--- config.mk ---
export PLATFORM = sky130hd
export DESIGN_NAME = bus_ctrl
export DESIGN_NICKNAME = d
export VERILOG_FILES = /design/src/rtl/bus_ctrl_pkg.sv /design/src/rtl/bus_ctrl_ws.sv /design/src/rtl/bus_ctrl.sv
export SDC_FILE = /design/constraint.sdc
export NUM_CORES = 1
export LEC_CHECK = 0
export ABC_AREA = 1
export BUFFER_PORTS_ARGS = -buffer_cell sky130_fd_sc_hd__buf_2
export CAP_MARGIN = 30
export CORE_UTILIZATION = 40
export CTS_CLUSTER_SIZE = 14
export DETAILED_ROUTE_END_ITERATION = 12
export GPL_TIMING_DRIVEN = 0
export PLACE_DENSITY = 0.8
export SYNTH_ARGS = -nofsm -noshare
export SYNTH_HDL_FRONTEND = slang
export SYNTH_SLANG_ARGS = --single-unit
--- constraint.sdc ---
create_clock -name i_clk -period 1.8 [get_ports i_clk]
set_clock_uncertainty 0.2 [all_clocks]
set_input_delay 0.27 -clock i_clk [delete_from_list [all_inputs] [get_ports i_clk]]
set_output_delay 0.27 -clock i_clk [all_outputs]
set_load 0.01 [all_outputs]
--- src/rtl/bus_ctrl_pkg.sv ---
// Shared types and widths for the CPU bus controller: FSM states, access
// regions and the address decode helper used by bus_ctrl.
package bus_ctrl_pkg;

  localparam int ADDR_W = 16;
  localparam int DATA_W = 8;

  typedef enum logic [1:0] {
    ST_IDLE,
    ST_COUNT,
    ST_ACCESS,
    ST_DONE
  } state_t;

  typedef enum logic [1:0] {
    RGN_ROM,
    RGN_RAM,
    RGN_IO,
    RGN_INTA
  } region_t;

  // MREQ has priority over IORQ; IORQ together with M1 is an interrupt acknowledge.
  function automatic region_t decode_region(input logic mreq,
                                            input logic iorq,
                                            input logic m1,
                                            input logic [ADDR_W-1:0] addr,
                                            input logic [ADDR_W-1:0] rom_top);
    if (mreq)
      return (addr <= rom_top) ? RGN_ROM : RGN_RAM;
    else if (iorq && m1)
      return RGN_INTA;
    else
      return RGN_IO;
  endfunction

endpackage

--- src/rtl/bus_ctrl_ws.sv ---
// Loadable 4-bit down-counter with zero flag, used to time the wait states
// that precede each device access.
module ws_counter (
  input  logic       i_clk,
  input  logic       i_srst,
  input  logic       i_load,
  input  logic [3:0] i_load_val,
  input  logic       i_dec,
  output logic       o_zero
);

  logic [3:0] r_count;

  always_ff @(posedge i_clk) begin
    if (i_srst)
      r_count <= 4'd0;
    else if (i_load)
      r_count <= i_load_val;
    else if (i_dec && (r_count != 4'd0))
      r_count <= r_count - 4'd1;
  end

  assign o_zero = (r_count == 4'd0);

endmodule

--- src/rtl/bus_ctrl.sv ---
// CPU-side bus controller: decodes MREQ/IORQ into ROM, RAM, IO or interrupt
// acknowledge cycles, inserts wait states and returns registered read data.
module bus_ctrl
  import bus_ctrl_pkg::*;
#(
  parameter logic [ADDR_W-1:0] ROM_TOP    = 16'h3FFF,
  parameter int                ROM_WS     = 1,
  parameter int                RAM_WS     = 0,
  parameter int                IO_WS      = 2,
  parameter int                IO_TIMEOUT = 255,
  parameter logic [DATA_W-1:0] INTA_VEC   = 8'hFF
) (
  input  logic              i_clk,
  input  logic              i_reset,
  input  logic              i_mreq,
  input  logic              i_iorq,
  input  logic              i_wr,
  input  logic              i_m1,
  input  logic [ADDR_W-1:0] i_addr,
  input  logic [DATA_W-1:0] i_do,
  output logic [DATA_W-1:0] o_di,
  output logic              o_wait,
  output logic [ADDR_W-1:0] o_bus_addr,
  output logic [DATA_W-1:0] o_bus_wdata,
  output logic              o_bus_we,
  output logic              o_cs_rom,
  output logic              o_cs_ram,
  output logic              o_cs_io,
  input  logic [DATA_W-1:0] i_mem_rdata,
  input  logic [DATA_W-1:0] i_io_rdata,
  input  logic              i_io_ready,
  output logic              o_bus_err
);

  localparam logic [7:0] IO_TO_LAST = 8'(IO_TIMEOUT - 1);

  state_t            r_state;
  state_t            w_state_next;
  region_t           r_region;
  region_t           w_region;
  logic              r_wr;
  logic [ADDR_W-1:0] r_bus_addr;
  logic [DATA_W-1:0] r_bus_wdata;
  logic [DATA_W-1:0] r_di;
  logic              r_bus_err;
  logic [7:0]        r_io_cnt;

  logic       w_req;
  logic [3:0] w_ws;
  logic       w_ws_load;
  logic       w_ws_dec;
  logic       w_ws_zero;
  logic       w_io_timeout;
  logic       w_access;

  assign w_req        = i_mreq | i_iorq;
  assign w_region     = decode_region(i_mreq, i_iorq, i_m1, i_addr, ROM_TOP);
  assign w_io_timeout = (r_io_cnt == IO_TO_LAST);
  assign w_access     = (r_state == ST_ACCESS);

  always_comb begin
    w_ws = 4'd0;
    case (w_region)
      RGN_ROM: w_ws = 4'(ROM_WS);
      RGN_RAM: w_ws = 4'(RAM_WS);
      RGN_IO:  w_ws = 4'(IO_WS);
      default: w_ws = 4'd0;
    endcase
  end

  // Loaded with WS-1 so that COUNT lasts exactly WS cycles ending on zero.
  ws_counter u_ws_counter (
    .i_clk      (i_clk),
    .i_srst     (i_reset),
    .i_load     (w_ws_load),
    .i_load_val (w_ws - 4'd1),
    .i_dec      (w_ws_dec),
    .o_zero     (w_ws_zero)
  );

  always_comb begin
    w_state_next = r_state;
    w_ws_load    = 1'b0;
    w_ws_dec     = 1'b0;
    case (r_state)
      ST_IDLE: begin
        if (w_req) begin
          if (w_region == RGN_INTA) begin
            w_state_next = ST_DONE;
          end else if (w_ws != 4'd0) begin
            w_state_next = ST_COUNT;
            w_ws_load    = 1'b1;
          end else begin
            w_state_next = ST_ACCESS;
          end
        end
      end
      ST_COUNT: begin
        if (w_ws_zero)
          w_state_next = ST_ACCESS;
        else
          w_ws_dec = 1'b1;
      end
      ST_ACCESS: begin
        if (r_region != RGN_IO || i_io_ready || w_io_timeout)
          w_state_next = ST_DONE;
      end
      ST_DONE: begin
        if (!i_mreq && !i_iorq)
          w_state_next = ST_IDLE;
      end
      default: w_state_next = ST_IDLE;
    endcase
  end

  always_ff @(posedge i_clk) begin
    if (i_reset) begin
      r_state     <= ST_IDLE;
      r_region    <= RGN_ROM;
      r_wr        <= 1'b0;
      r_bus_addr  <= '0;
      r_bus_wdata <= '0;
      r_di        <= '0;
      r_bus_err   <= 1'b0;
      r_io_cnt    <= 8'd0;
    end else begin
      r_state <= w_state_next;
      if (r_state == ST_IDLE && w_req) begin
        r_bus_addr  <= i_addr;
        r_bus_wdata <= i_do;
        r_wr        <= i_wr;
        r_region    <= w_region;
        if (w_region == RGN_INTA)
          r_di <= INTA_VEC;
      end
      if (w_access && r_region == RGN_IO && !i_io_ready)
        r_io_cnt <= r_io_cnt + 8'd1;
      else
        r_io_cnt <= 8'd0;
      if (w_access) begin
        case (r_region)
          RGN_ROM, RGN_RAM: begin
            if (!r_wr)
              r_di <= i_mem_rdata;
          end
          RGN_IO: begin
            if (i_io_ready) begin
              if (!r_wr)
                r_di <= i_io_rdata;
            end else if (w_io_timeout) begin
              if (!r_wr)
                r_di <= 8'hFF;
              r_bus_err <= 1'b1;
            end
          end
          default: ;
        endcase
      end
    end
  end

  // ROM writes complete with normal timing but never reach the device.
  assign o_cs_rom    = w_access && (r_region == RGN_ROM) && !r_wr;
  assign o_cs_ram    = w_access && (r_region == RGN_RAM);
  assign o_cs_io     = w_access && (r_region == RGN_IO);
  assign o_bus_we    = r_wr && (o_cs_rom || o_cs_ram || o_cs_io);
  assign o_wait      = ((r_state == ST_IDLE) && w_req) || (r_state == ST_COUNT) || w_access;
  assign o_di        = r_di;
  assign o_bus_addr  = r_bus_addr;
  assign o_bus_wdata = r_bus_wdata;
  assign o_bus_err   = r_bus_err;

endmodule

# After elaboration in Yosys (flattened, before gate mapping)
# Index checks and enable logic that the tools add are counted.
# classes
n_bitwise	3
n_eq_ne	13
magnitude_cmp	1
reduce_logical	31
muxes	28
n_addsub	3
# op_table
op	count
8-bit two-way mux	8
16-bit by 14-bit less-or-equal comparator with 1-bit output (second input constant)	1
8-bit case mux with 2 select lines	1
2-bit two-way mux	7
2-bit equality test (second input constant)	5
1-bit logical AND	10
8-bit by 1-bit adder with 8-bit output (second input constant)	1
8-bit equality test (second input constant)	1
1-bit two-way mux	8
4-bit two-way mux	2
2-bit case mux with 4 select lines	1
4-bit AND reduction	2
4-bit nonzero test	2
4-bit by 1-bit subtractor with 4-bit output (second input constant)	2
2-bit logical NOT	3
1-bit logical OR	6
2-bit inequality test (second input constant)	3
2-bit by 1-bit equality test with 1-bit output (second input constant)	2
1-bit logical NOT	4
4-bit logical NOT	1
2-bit by 1-bit inequality test with 1-bit output (second input constant)	2
2-bit case mux with 2 select lines	1
2-bit OR reduction	2
1-bit inverter	2
other kinds (2)	2
# word_totals
elab_cells	88
output_inout_bits	38
regBits	50

# Logic depth before layout (Yosys ltp)
# Gate-level depths: netlist (run 1).
# depth
word_depth	11
ltp_mapped	11
ltp_nobuf	11

# Cells and area by module
# A second synthesis (run 1) with hierarchy kept.
# hier_totals
cells_unflattened	360
area_unflattened_um2	2469.9
# by_module_without_submodules
mod	instances	area_each_um2	cells_each
bus_ctrl	1	2195.9	319
ws_counter	1	274.0	41

# Worst setup path before layout (run 1)
# Ideal clock, no wire load.
# synth_timing
path_kind	register to register
startpoint	register r_state[0]
endpoint	register u_ws_counter.r_count[2]
n_path_buf	0
path_stages_with_launch	11
arrival_ps	1562
slack_ps	-79
period_less_slack_ps	1879
path_cell_list	dfxtp_1 -> inv_1 -> ha_1 -> inv_2 -> nor2_4 -> nand3_4 -> a21boi_0 -> ha_1 -> nand4_1 -> nand2_1 -> a21oi_1
# synth_via
elab_chain_len	4
# synth_rtl
element	line_no	source
start: declaration	bus_ctrl.sv:37	state_t r_state;
start signal: assignment	bus_ctrl.sv:127	r_state <= w_state_next;
2-bit by 1-bit equality test with 1-bit output	bus_ctrl.sv:85	case (r_state)
1-bit two-way mux	bus_ctrl.sv:85	
1-bit logical AND	bus_ctrl_ws.sv:19	else if (i_dec && (r_count != 4'd0))
2-bit nonzero test (no source line)	-	
end signal: assignment	bus_ctrl_ws.sv:18	r_count <= i_load_val;
end signal: assignment	bus_ctrl_ws.sv:20	r_count <= r_count - 4'd1;
end: declaration	bus_ctrl_ws.sv:12	logic [3:0] r_count;
# Parallel ways exist; a longest one is shown, timed or not.
# A chain may end at the register's enable or synchronous reset.

# Final worst setup path (run 1)
# layout_timing
startpoint	register r_state[0]
endpoint	output o_cs_rom
# layout_via
elab_chain_len	3
# layout_rtl
element	line_no	source
2-bit equality test	bus_ctrl.sv:59	assign w_access = (r_state == ST_ACCESS);
1-bit logical AND (2 in a row)	bus_ctrl.sv:163	assign o_cs_rom = w_access && (r_region == RGN_ROM) && !r_wr;
end: declaration	bus_ctrl.sv:26	output logic o_cs_rom,
# Every way passes these cells.

==> results.md, run 1 <==
Placed design:
- The sum of net half-perimeters after detailed placement is 4.26 mm.
- The routability congestion estimate from global placement is 0.813.
- In this run the cell area measured after placement is 2920 µm².
- Prior to clock tree synthesis, the placed netlist has a worst setup slack of -0.218 ns.
- The quantity of I/O buffers inserted on ports is 84.
- Including well taps, the total number of placed cells is 497.

Detailed routing:
- In the routed design, unresolved DRC markers number 0.
- The final route contains 2669 vias.
- The antenna violation net count after detailed routing is 0.
- The DRC marker count from the first detailed-route iteration is 120.
- The aggregate routed wire length is 6.90 mm.
- The routed via count divided by cell count is 4.92.
- The average wire length per cell after detail routing is 12.7 µm.
- The count of TritonRoute iterations in the first routing pass is 4.

Pwr:
- The static leakage is 1.73 nW.
- For this design the ratio of total power to cell area is 1510 nW/µm².
- IR analysis of the VDD net gives a maximum drop of 1010 µV.
- The total power is 5.34 mW.

Final layout:
- Leaving out filler cells and counting taps, the final layout contains 543.
- The finished layout cell area is 3540 µm².
- The final layout contains 524 nets.
- Compared with the post-synthesis result, the final layout area differs by 47.7%.
- Cells with a size suffix above 1 make up 32.5% of the layout.
- The filler cell count is 469.
- At the end of the flow the core is filled with cells to 62.8%.
- The number of inserted diodes is 0.

Yosys:
- The mean post-synth cell area is 7.03 µm².
- Counting flops with an async set or reset pin after synthesis yields a share of 0%.
- The net count after synthesis is 395.
- In the synthesized netlist, mux cells make up 0% of the area.
- After synthesis, flip-flops and latches occupy 41.7% of the total area.
- The cell count after synthesis came out at 341.
- After synthesis, the largest family of logic cells by area is simple AND/OR/NAND/NOR gates.
- The yosys synthesis warning count is 0.
- The adder-cell share of the synthesized area is 3.65%.
- The dominant cell by count in the synthesized netlist is nand2_1.
- The register bit count reported by yosys is 50.
- Summing every instance area after synthesis gives 2400 µm².
- The share of synthesized cell area in and, or, nand and nor gates is 30.7%.
- Sorting the synthesized cells by how often they occur yields 65 x nand2_1, 64 x nor2_1, 55 x o21ai_0, 50 x dfxtp_1, 29 x inv_1.
- For this run, the leading register cell type out of synthesis is dfxtp_1.
- In the post-synthesis netlist, the biggest area contributors are dfxtp_1 42%, o21ai_0 11%, nand2_1 10%.
- After Yosys synthesis, XOR and XNOR cells account for 0.365% of the synthesized area.
- The post-synthesis cell type count is 27.
- Of all cell types, the one taking the most synthesized area is dfxtp_1.
- Counting flops with a built-in enable in the synthesized netlist gives 0.
- The area fraction of the dominant cell type after synthesis is 41.7%.
- Summing the areas of all compound-gate instances in the mapped netlist gives 16.2% of the synthesized area.

Clocking:
- The clock-pin slew reported for the worst setup and hold paths after clock tree synthesis is 0.10 ns.
- The number of sinks handled by clock tree synthesis is 50.
- The H-tree was split into 2 levels.
- Buffers inserted during clock tree synthesis total 5.
- The clock passes through at most 2 buffers.
- Clock tree synthesis selected as its root buffer the cell clkbuf_8.
- TritonCTS built the clock tree.
- The clock insertion delay at the later pin of the skew report is 0.31 ns.

Setup path:
- The worst register-to-register path begins at r_state[1]$_SDFFE_PP0P_.
- In this run the worst setup path begins at r_state[0]$_SDFFE_PP0P_.
- The critical path is of the reg -> out type.
- The startpoint class of the critical path is a flip-flop.
- The largest fanout on the critical path is 4.
- The required time of the critical path is 1.33 ns.
- The nature of the critical path endpoint is an output port.
- The data arrival time at the worst-slack endpoint is 1.37 ns.

Timing:
- Across all hold checks on the routed design, the worst slack comes to 0.00991 ns.
- The worst path uses 102% of the clock period.
- For the finished layout, the period the worst path requires is 1.84 ns.
- Setup violations remaining at the end of the flow were counted as 2.
- The count of pins over their slew limit is 0.
- The worst slew margin relative to its limit is 71.3%.
- At the pin with the least slew margin, the transition time is 0.430 ns.
- Setup repair after global routing could not meet its margin everywhere.
- The setup slack of the critical path after layout is -0.0390 ns.
- Derived from the worst setup path, the maximum achievable clock frequency is 544 MHz.
- The hold violation total from the final report is 0.
- The total negative setup slack is -0.0682 ns.

Die:
- The effective utilization at floorplan is 42.5%.
- The horizontal extent of the die is 79.4 µm.
- The core footprint is 5640 µm².
- The floorplan die area is 6310 µm².
- The boundary pin count is 85.
- The number of placement rows is 27.
- The vertical extent of the die is 79.4 µm.

Global routing:
- Entering global routing, the biggest net connects 19 pins.
- The total overflow reported by the global router is 0.
- The total routing usage reported by global routing is 22.1%.
- The via count of the first global-routing pass is 2469.
- The number of antenna violations at the first check in global routing is 0.
- The first global-routing pass estimated 11.0 mm of wire.

Min path:
- The class of the tightest hold or removal check is in -> reg.
- The origin of the worst min-delay path is i_addr[1].

Run status:
- The checks that failed: negative setup slack.
- The run finished, with violations left.

Job:
- Across the run, the number of max-cap violations was 0.
## routing by layer
| metal | share of wire (%) | global-route usage [%] | routed length [µm] | up-vias |
|---|---|---|---|---|
| met1 | 43 | 26.2 | 2960 | 1207 |
| met4 | 1.1 | 6.00 | 75 | 0 |
| met5 | 0 | 0 | 0 | - |
| li1 | - | - | - | 1354 |
| met2 | 48 | 38.5 | 3310 | 101 |
| met3 | 8.1 | 6.51 | 559 | 7 |
## area by class of cell
cell class	instances	area [µm²]	share of cell area, %
Multi-Input combinational cell	249	1380	38.8
Sequential cell	50	1010	28.5
Timing Repair Buffer	124	800	22.6
Inverter	33	134	3.78
Tap cell	72	90.1	2.54
Clock buffer	5	68.8	1.94
Buffer	7	36.3	1.02
Clock inverter	3	28.8	0.812
## worst paths after layout
path	to	slack (ns)	cells after the start
worst max-delay path	o_cs_rom	-0.04	5
worst min-delay path	o_bus_addr[1]$_SDFFE_PP0N_	0.01	3
worst max register to register	u_ws_counter.r_count[2]$_SDFFE_PP0P_	-0.03	11
worst min register to register	o_bus_err$_SDFFE_PP0P_	0.27	2
## cells in the final DEF (no fill, tap or decap), drive strengths merged
| master | netlist | layout |
|---|---|---|
| nor4 | 1 | 1 |
| nor3 | 2 | 2 |
| ha | 7 | 7 |
| clkinv | 0 | 1 |
| a21boi | 1 | 1 |
| dfxtp | 50 | 50 |
| a21oi | 18 | 18 |
| nand3 | 10 | 10 |
| o21ai | 57 | 57 |
| nand3b | 8 | 8 |
| buf | 3 | 103 |
| nor2 | 68 | 68 |
| clkbuf | 6 | 10 |
| nand2 | 72 | 72 |
| dlygate4sd3 | 0 | 23 |
| a31oi | 1 | 1 |
| inv | 33 | 35 |
| nand4 | 3 | 3 |
| xor2 | 1 | 1 |
## flip-flops by register name (all words and copies together), names as in the netlist
| name | cells |
|---|---|
| o_bus_err | 1 |
| o_bus_addr | 16 |
| r_state | 2 |
| u_ws_counter.r_count | 4 |
| r_wr | 1 |
| r_region | 2 |
| r_io_cnt | 8 |
| o_bus_wdata | 8 |
| o_di | 8 |
## timing repair
item / 4_1_cts / 5_1_grt
hold buffers: 23 / 0
resized for setup: 30 / 27
hold endpoints to repair: 25 / 0
buffers inserted: 13 / 4
pin swaps: 10 / 8
setup endpoints to repair: 23 / 30
## cells by family after synthesis
family	after synthesis
adders and majority gates	7
buffers and inverters	42
xor gates and xnor gates	1
AOI/OAI and AO/OA	77
and+or+nand+nor	164
DFF	50
## where the power goes
| group | internal [mW] | switching, mW |
|---|---|---|
| Combinational | 1.27 | 1.62 |
| Clock | 0.291 | 0.416 |
| Sequential | 1.49 | 0.248 |
| Total | 3.06 | 2.28 |
## critical path, cell delays in order, from the launching register on
cell     delay, ns
dfxtp_2       0.35
inv_4         0.07
ha_4          0.17
inv_4         0.05
nor4_4        0.25
buf_2         0.17
Power figures use the tool's default switching activity.
==> inputs of run 2 (changes only) <==
CORE_UTILIZATION = 45   (was 40)
PLACE_DENSITY = 0.87   (was 0.8)
==> run 2 against run 1 <==
Against the previous run: the run still ends with negative setup slack left; non-clock buffer count increased by 1; sequential cell count unchanged; utilization up 6.6 points; critical endpoint is now u_ws_counter.r_count[2]$_SDFFE_PP0P_; largest power group unchanged.
==> results.md, run 2 (same netlist as run 1, synthesis figures left out) <==
Final layout:
- The number of inserted diodes is 0 (unchanged).
- The filler cell count came to 387 (was 469).
- The layout net count was 525 (was 524).
- The finished layout cell area came to 3540 µm² (unchanged).
- The proportion of layout cells with a drive suffix above 1 is 32.2% (was 32.5%).
- The flip-flop count of the largest register after layout is 16 (unchanged).
- The layout overhead on the synthesized area came to 47.7% (unchanged).
- Most frequent cells in the layout: 86 x buf_2, 63 x nor2_1, 63 x nand2_1 (was 84 x buf_2, 63 x nor2_1, 63 x nand2_1).
- The most common cell after layout, fill and taps aside is buf_2 (unchanged).
- The final cell utilization of the core is 69.4% (was 62.8%).
- The final non-filler cell total is 542 (was 543).

Detailed routing:
- The antenna violation net count after detailed routing was 0 (unchanged).
- The DRC marker count from the first detailed-route iteration is 159 (was 120).
- The count of TritonRoute iterations in the first routing pass was 5 (was 4).
- The routed via count divided by cell count is 5.10 (was 4.92).
- The total DRC errors in the routed layout was 0 (unchanged).
- The via count of the routed design was 2763 (was 2669).
- The average wire length per cell after detail routing was 13.4 µm (was 12.7 µm).
- The aggregate routed wire length is 7.26 mm (was 6.90 mm).

Global routing:
- The via count of the first global-routing pass was 2599 (was 2469).
- The total overflow reported by the global router was 0 (unchanged).
- The global-route wire length before repair is 11.3 mm (was 11.0 mm).
- The total routing usage reported by global routing is 26.3% (was 22.1%).
- The number of antenna violations at the first check in global routing is 0 (unchanged).
- The largest net degree at the start of global routing is 19 (unchanged).

Timing:
- The setup-violating endpoint count in the final report came to 3 (was 2).
- The post-route clock period utilization was 103% (was 102%).
- The setup slack of the critical path after layout is -0.0453 ns (was -0.0390 ns).
- The count of pins over their slew limit was 0 (unchanged).
- The shortest clock period the worst path allows after layout is 1.85 ns (was 1.84 ns).
- RSZ-0062 raised after global routing: yes (unchanged).
- The maximum clock frequency is 542 MHz (was 544 MHz).
- The hold violation total from the final report is 0 (unchanged).
- The transition time at the pin with the least slew margin came to 0.484 ns (was 0.430 ns).
- The worst slew margin relative to its limit came to 67.7% (was 71.3%).

Pwr:
- The internal power of the cells is 3.02 mW (was 3.06 mW).
- The static leakage is 1.72 nW (was 1.73 nW).
- The share of power burned in combinational logic is 53.7% (was 54.1%).
- The fraction of power consumed by the clock network is 13.6% (was 13.3%).
- The total power is 5.35 mW (was 5.34 mW).
- The switching part of the total is 43.5% (was 42.8%).
- The peak supply drop is 1100 µV (was 1010 µV).
- The power share of the sequential group is 32.7% (was 32.6%).
- The net load switching power came to 2.33 mW (was 2.28 mW).
- The total power density per cell area is 1510 nW/µm² (about the same).

Die:
- The vertical extent of the die was 75.0 µm (was 79.4 µm).
- The horizontal extent of the die is 75.0 µm (was 79.4 µm).
- The number of placement rows is 26 (was 27).
- The floorplan die area is 5630 µm² (was 6310 µm²).
- The boundary pin count is 85 (unchanged).
- The effective utilization at floorplan is 47.0% (was 42.5%).
- The core footprint was 5110 µm² (was 5640 µm²).

Clocking:
- The clock-pin slew reported for the worst setup and hold paths after clock tree synthesis is 0.11 ns (was 0.10 ns).
- The H-tree depth is 2 (unchanged).
- The clock tree from TritonCTS is done (unchanged).
- The clock insertion delay at the later pin of the skew report is 0.32 ns (was 0.31 ns).
- The number of sinks handled by clock tree synthesis was 50 (unchanged).
- The number of clock buffers inserted by TritonCTS is 5 (unchanged).
- The number of buffers on the longest clock path is 2 (unchanged).
- The buffer cell driving the clock tree root is clkbuf_8 (unchanged).

Placed design:
- The routability congestion estimate from global placement is 0.855 (was 0.813).
- The post-placement cell count is 495 (was 497).
- The worst-case setup slack after placement is -0.199 ns (was -0.218 ns).
- The cell area after placement came to 2910 µm² (was 2920 µm²).
- The quantity of I/O buffers inserted on ports came to 84 (unchanged).
- The sum of net half-perimeters after detailed placement was 4.40 mm (was 4.26 mm).

Setup path:
- The required time of the critical path is 1.85 ns (was 1.33 ns).
- The critical path's slowest cell is dfxtp_2 (unchanged).
- The startpoint class of the critical path is a flip-flop (unchanged).
- The critical path start-end classification is reg -> reg (was reg -> out).
- The nature of the critical path endpoint is a flip-flop (was output port).
- The delay of the slowest cell on the worst path is 0.36 ns (was 0.35 ns).
- Cell-by-cell listing of the critical path: inv_4, ha_4, inv_4, nor2_4, buf_6, nand3_4, nand2_2, nand2_2, ha_4, nand4_1, nand2_1, a21oi_2 (was inv_4, ha_4, inv_4, nor4_4, buf_2).
- The largest fanout on the critical path came to 5 (was 4).
- The data arrival time at the worst-slack endpoint is 1.90 ns (was 1.37 ns).

Run status:
- Violated checks: negative setup slack (unchanged).
- Run status: finished, violations left (unchanged).

Job:
- The number of maximum-capacitance constraint violations came to 0 (unchanged).

Min path:
- The class of the tightest hold or removal check is in -> reg (unchanged).
[run 2: timing repair]
action,4_1_cts,5_1_grt
hold buffers,25,0
setup endpoints to repair,16,33
hold endpoints to repair,27,0
pin swaps,8,11
buffers inserted,14,2
gates resized for setup,21,32
[run 2: per-stage QoR]
stage	setup TNS (ns)	hold WS, ns
final	-0.0711	0.0517
after detailed placement	-1.38	0.248
after global routing	-0.407	0.0613
after global placement	-0.873	0.243
after floorplan	0	0.139
after CTS	-0.160	0.0331
[run 2: final cells by class]
| cell class | count | area (µm²) | share of cell area, % |
|---|---|---|---|
| inverters | 33 | 136 | 3.85 |
| multi-input cells | 249 | 1370 | 38.7 |
| flip-flops and latches | 50 | 1010 | 28.4 |
| clock inverters | 3 | 28.8 | 0.812 |
| clock buffers | 5 | 68.8 | 1.94 |
| well taps | 70 | 87.6 | 2.47 |
| repair buffers | 125 | 812 | 22.9 |
| plain buffers | 7 | 31.3 | 0.883 |
[run 2: worst max-delay path, delay by kind of cell (launching register included)]
kind	cells	cell delay, ns
AND/OR/NAND/NOR	6	0.53
flip-flops	1	0.36
buffers and inverters	3	0.27
AO/OA/AOI/OAI	1	0.11
adder cells (fa/ha/maj)	2	0.32
[run 2: layer usage]
| layer | vias up | share of wire, % | track usage [%] |
|---|---|---|---|
| li1 | 1361 | - | - |
| met1 | 1263 | 41 | 30.1 |
| met4 | 0 | 2.5 | 13.4 |
| met5 | - | 0 | 0 |
| met3 | 17 | 7.8 | 6.16 |
| met2 | 122 | 49 | 45.9 |
[run 2: path summary, 6_finish.rpt]
| kind | start | to | slack (ns) | cells after the start |
|---|---|---|---|---|
| worst min register to register | o_bus_err$_SDFFE_PP0P_ | o_bus_err$_SDFFE_PP0P_ | 0.28 | 2 |
| worst max-delay path | r_state[0]$_SDFFE_PP0P_ | u_ws_counter.r_count[2]$_SDFFE_PP0P_ | -0.05 | 12 |
| worst min-delay path | i_wr | r_wr$_SDFFE_PP0N_ | 0.05 | 3 |
| worst max register to register | r_state[0]$_SDFFE_PP0P_ | u_ws_counter.r_count[2]$_SDFFE_PP0P_ | -0.05 | 12 |
[run 2: power groups by stage]
stage          logic (mW)  clock network, mW  registers (mW)
6_report             2.87              0.726            1.75
3_5_place_dp         2.12                  0            1.70
2_1_floorplan        1.30                  0            1.83
4_1_cts              2.55              0.741            1.71
3_3_place_gp         2.05                  0            1.69
5_1_grt              3.18              0.773            1.80
